`src/rtl/if_id_unit.sv`:
```
// Fetch/decode stage: owns PC and IR, fetches over a req/ack handshake with timeout,
// and decodes the IR into register fields and a 32-bit immediate.
module if_id_unit #(
  parameter logic [31:0] PC_RESET = 32'h0000_0000,
  parameter int unsigned TIMEOUT  = 15
) (
  input  logic        clk,
  input  logic        rst_n,
  input  logic        PC_Write,
  input  logic        IR_Write,
  output logic        imem_req,
  output logic [31:0] imem_addr,
  input  logic [31:0] imem_rdata,
  input  logic        imem_ack,
  output logic        fetch_busy,
  output logic        fetch_err,
  output logic [31:0] pc,
  output logic [6:0]  opcode,
  output logic [2:0]  funct3,
  output logic [6:0]  funct7,
  output logic [4:0]  rs1,
  output logic [4:0]  rs2,
  output logic [4:0]  rd,
  output logic [31:0] imm,
  output logic        illegal
);

  localparam logic [31:0] IrNop      = 32'h0000_0013;
  localparam logic [7:0]  TimeoutCnt = 8'(TIMEOUT);

  localparam logic [6:0] OpImm   = 7'b0010011;
  localparam logic [6:0] OpLoad  = 7'b0000011;
  localparam logic [6:0] OpJalr  = 7'b1100111;
  localparam logic [6:0] OpLui   = 7'b0110111;
  localparam logic [6:0] OpAuipc = 7'b0010111;
  localparam logic [6:0] OpReg   = 7'b0110011;

  typedef enum logic [0:0] {StIdle, StFetch} state_e;

  state_e      state_q, state_d;
  logic [31:0] pc_q, pc_d;
  logic [31:0] ir_q, ir_d;
  logic        req_q, req_d;
  logic        busy_q, busy_d;
  logic        err_q, err_d;
  logic        pend_q, pend_d;
  logic [7:0]  cnt_q, cnt_d;
  logic [31:0] pc_next;

  // Low two bits are forced to zero so the PC stays word aligned.
  assign pc_next = {pc_q[31:2] + 30'd1, 2'b00};

  always_ff @(posedge clk) begin
    if (!rst_n) begin
      state_q <= StIdle;
      pc_q    <= {PC_RESET[31:2], 2'b00};
      ir_q    <= IrNop;
      req_q   <= 1'b0;
      busy_q  <= 1'b0;
      err_q   <= 1'b0;
      pend_q  <= 1'b0;
      cnt_q   <= 8'd0;
    end else begin
      state_q <= state_d;
      pc_q    <= pc_d;
      ir_q    <= ir_d;
      req_q   <= req_d;
      busy_q  <= busy_d;
      err_q   <= err_d;
      pend_q  <= pend_d;
      cnt_q   <= cnt_d;
    end
  end

  always_comb begin
    state_d = state_q;
    pc_d    = pc_q;
    ir_d    = ir_q;
    req_d   = req_q;
    busy_d  = busy_q;
    err_d   = err_q;
    pend_d  = pend_q;
    cnt_d   = cnt_q;

    case (state_q)
      StIdle: begin
        if (IR_Write) begin
          state_d = StFetch;
          req_d   = 1'b1;
          busy_d  = 1'b1;
          cnt_d   = 8'd0;
          pend_d  = PC_Write;
        end else if (PC_Write) begin
          pc_d = pc_next;
        end
      end
      StFetch: begin
        // Ack takes priority over the timeout check on the final wait cycle.
        if (imem_ack) begin
          ir_d    = imem_rdata;
          state_d = StIdle;
          req_d   = 1'b0;
          busy_d  = 1'b0;
          pend_d  = 1'b0;
          if (pend_q) pc_d = pc_next;
        end else if (cnt_q == TimeoutCnt) begin
          err_d   = 1'b1;
          state_d = StIdle;
          req_d   = 1'b0;
          busy_d  = 1'b0;
          pend_d  = 1'b0;
        end else begin
          cnt_d = cnt_q + 8'd1;
        end
      end
      default: begin
        state_d = StIdle;
        req_d   = 1'b0;
        busy_d  = 1'b0;
        pend_d  = 1'b0;
      end
    endcase
  end

  assign imem_req   = req_q;
  assign imem_addr  = pc_q;
  assign fetch_busy = busy_q;
  assign fetch_err  = err_q;
  assign pc         = pc_q;

  assign opcode = ir_q[6:0];
  assign rd     = ir_q[11:7];
  assign funct3 = ir_q[14:12];
  assign rs1    = ir_q[19:15];
  assign rs2    = ir_q[24:20];
  assign funct7 = ir_q[31:25];

  always_comb begin
    imm     = 32'd0;
    illegal = 1'b0;
    case (ir_q[6:0])
      OpImm, OpLoad, OpJalr: imm = {{20{ir_q[31]}}, ir_q[31:20]};
      OpLui, OpAuipc:        imm = {ir_q[31:12], 12'b0};
      OpReg:                 imm = 32'd0;
      default:               illegal = 1'b1;
    endcase
  end

endmodule

```
`config.mk`:
```
export PLATFORM = sky130hd
export DESIGN_NAME = if_id_unit
export DESIGN_NICKNAME = d
export VERILOG_FILES = /design/src/rtl/if_id_unit.sv
export SDC_FILE = /design/constraint.sdc
export NUM_CORES = 1
export LEC_CHECK = 0
export CAP_MARGIN = 0
export CORE_ASPECT_RATIO = 0.5
export CORE_MARGIN = 2
export CORE_UTILIZATION = 40
export CTS_BUF_LIST = sky130_fd_sc_hd__clkbuf_8
export DETAILED_ROUTE_END_ITERATION = 16
export GPL_ROUTABILITY_DRIVEN = 1
export MAX_ROUTING_LAYER = met4
export PLACE_DENSITY = 0.82
export SKIP_LAST_GASP = 1
export SYNTH_ARGS = -nofsm -noshare
export SYNTH_HDL_FRONTEND = slang
export SYNTH_SLANG_ARGS = --single-unit
```
`constraint.sdc`:
```
create_clock -name clk -period 2.4 [get_ports clk]
set_input_delay 0.36 -clock clk [delete_from_list [all_inputs] [get_ports clk]]
set_output_delay 0.36 -clock clk [all_outputs]
set_load 0.05 [all_outputs]
```
==> reports/results.ini <==
[outcome]
outcome=complete, no violations

[setup_path]
crit_arrival_ps=1810
r2r_end=imem_addr[20]$_SDFFE_PN0P_
path_max_fanout=12
r2r_cells=5
reg2reg_from=imem_addr[5]$_SDFFE_PN0P_
worst-setup-path-type=register to output port
required_ps=2040
endpoint=imm[25]
setup.worst_path.start=ir_q[2]$_SDFFE_PN0P_
r2r_slack_ps=450
start_kind=register
end_kind=output port

[clocking]
clk_latency_ps=350
clk_pin_slew_worst_paths_ps=70
htreeDepth=3
post_cts_resized=0
cts.path.max_buffers=2
cts_buffers=9
root_buffer=clkbuf_8
cts_tree=yes
cts_sinks=74
cts_setup_buffers=0
cts_hold_buf=0

[timing]
whs_ps=459
timing.setup.tns_ps=0
setup_violations=0
hold_violations=0
fmax_ghz=0.460
timing.final.crit_share_pct=90.6
tightestPinTransition_ps=546
slew_viol_final=0
skew_ps=4.28
slew-limit-headroom_pct=63.5
rsz0062_at_grt=false
min_period_ps=2170
fin_ws_ps=226

[power]
total_power_mw=2.67
ir_worst_vdd_mv=0.266
p_per_area_mw_per_mm2=469
p_leak_nw=2.20

[final_layout]
final_util_pct=64.6
nets=626
diodes=0
final_cell_area_mm2=0.00568
fin_cells=708
n_fill_cell=725
layout_commonest_cell=clkdlybuf4s50_1
area_growth_pct=55.4
post_route_cells_drive_above_1_share_pct=12.2
final_cell_mix=clkdlybuf4s50_1, nand2_1, dfxtp_1

[placement]
place_ws_ps=137
place_area_mm2=0.00551
dpl.cell_count=693
hpwl_um=7700
port_buffers=164
globalplace.congestion=0.823

[drt]
wl_per_cell_um=14.6
first_pass_iters=4
final_antenna_net_count=0
drc=0
drt_wl_total_um=10300
drt_iter0_markers=166
vias=3641
viasPerCell=5.14

[run]
maxCapViolations=0

[synth]
synth_edf_count=0
syn_avg_cell_area_um2=8.00
synth.yosys.seq_area_share_pct=40.5
yosys_warnings=0
async_flop_share_pct=0
ys.flop_type=dfxtp_1
syn_inst=457
ys_types=45
synth_seq_cells=74
mappedNetlistArea_mm2=0.00366

[floorplan]
core_mm2=0.00880
rows=24
dieArea_mm2=0.00997
start_util_pct=41.6
die_w_um=139
fp.dieH_um=71.6
ioPinCount=169

[global_routing]
gr-total-overflow=0
grt_pass1_wl_um=16200
grt_use_total_pct=20.8
grt_pass1_vias=3356
antenna_found_initial=0
grt_max_degree=43

[hold_path]
hp-start=ir_q[11]$_SDFFE_PN0P_
min_path_type=register to register

sequential cells by signal, indices dropped and copies added (netlist names):
name,cells
ir_q,32
imem_addr,30
cnt_q,8
fetch_busy,1
fetch_err,1
pend_q,1
state_q,1
worst min path at each step:
stage          depth (start not counted)                    end  slack, ps
2_1_floorplan                          2    pend_q$_SDFFE_PN0P_        450
3_3_place_gp                           2   ir_q[9]$_SDFFE_PN0P_        440
3_5_place_dp                           2   ir_q[9]$_SDFFE_PN0P_        450
4_1_cts                                2   ir_q[9]$_SDFFE_PN0P_        460
5_1_grt                                2   ir_q[8]$_SDFFE_PN0P_        490
6_report                               2  ir_q[11]$_SDFFE_PN0P_        460
Yosys cell counts, drive strengths merged, types with 4 or more instances:
cell type,instances,area share (%)
dfxtp,74,41
or3,12,2.1
xnor2,4,0.96
or4,9,1.8
o211ai,5,1.0
and4,5,1.2
xor2,6,1.4
nand3,17,2.3
nand2b,4,0.68
nand4,5,0.86
clkbuf,24,2.5
o2111ai,4,1.1
buf,39,7.9
inv,6,0.62
and3,19,3.2
o21ai,19,2.7
nor2,16,1.6
nand2,81,8.3
o31ai,8,1.6
a21o,19,3.9
a21oi,56,7.7
worst max-delay path: stages, from the launching register on:
cell,delay [ps]
dfxtp_1,360
o31ai_1,360
and3_1,250
buf_4,210
a21o_1,150
buf_12,140
layer usage:
layer  global-route usage, %  routed length (µm)
met5                       -                   0
met3                    4.55                 351
met4                    6.40                 136
met1                    24.4                4670
met2                    36.1                5150
kinds of logic after synthesis:
logic type	Yosys count	share of synthesized area [%]
compound gates	118	19.8
xor+xnor	10	2.39
fa+ha+maj	2	0.684
buf+inv	69	11.0
flops	74	40.5
mux	2	0.547
other cells	1	0.103
simple gates	181	24.9
where the power goes:
group | switching, mW | total [mW] | internal [mW]
Combinational | 0.320 | 0.539 | 0.219
Clock | 0.430 | 0.847 | 0.417
Sequential | 0.0261 | 1.28 | 1.25
Total | 0.777 | 2.67 | 1.89
cell type report:
type | instances | area [µm²] | area share (%)
sequential | 74 | 1480 | 26.1
inverter | 6 | 22.5 | 0.396
clock buffer | 11 | 151 | 2.66
tap | 117 | 146 | 2.58
timing repair buffer | 179 | 2070 | 36.5
clock inverter | 4 | 18.8 | 0.330
multi-input combinational | 317 | 1790 | 31.5
Power figures use the tool's default switching activity.
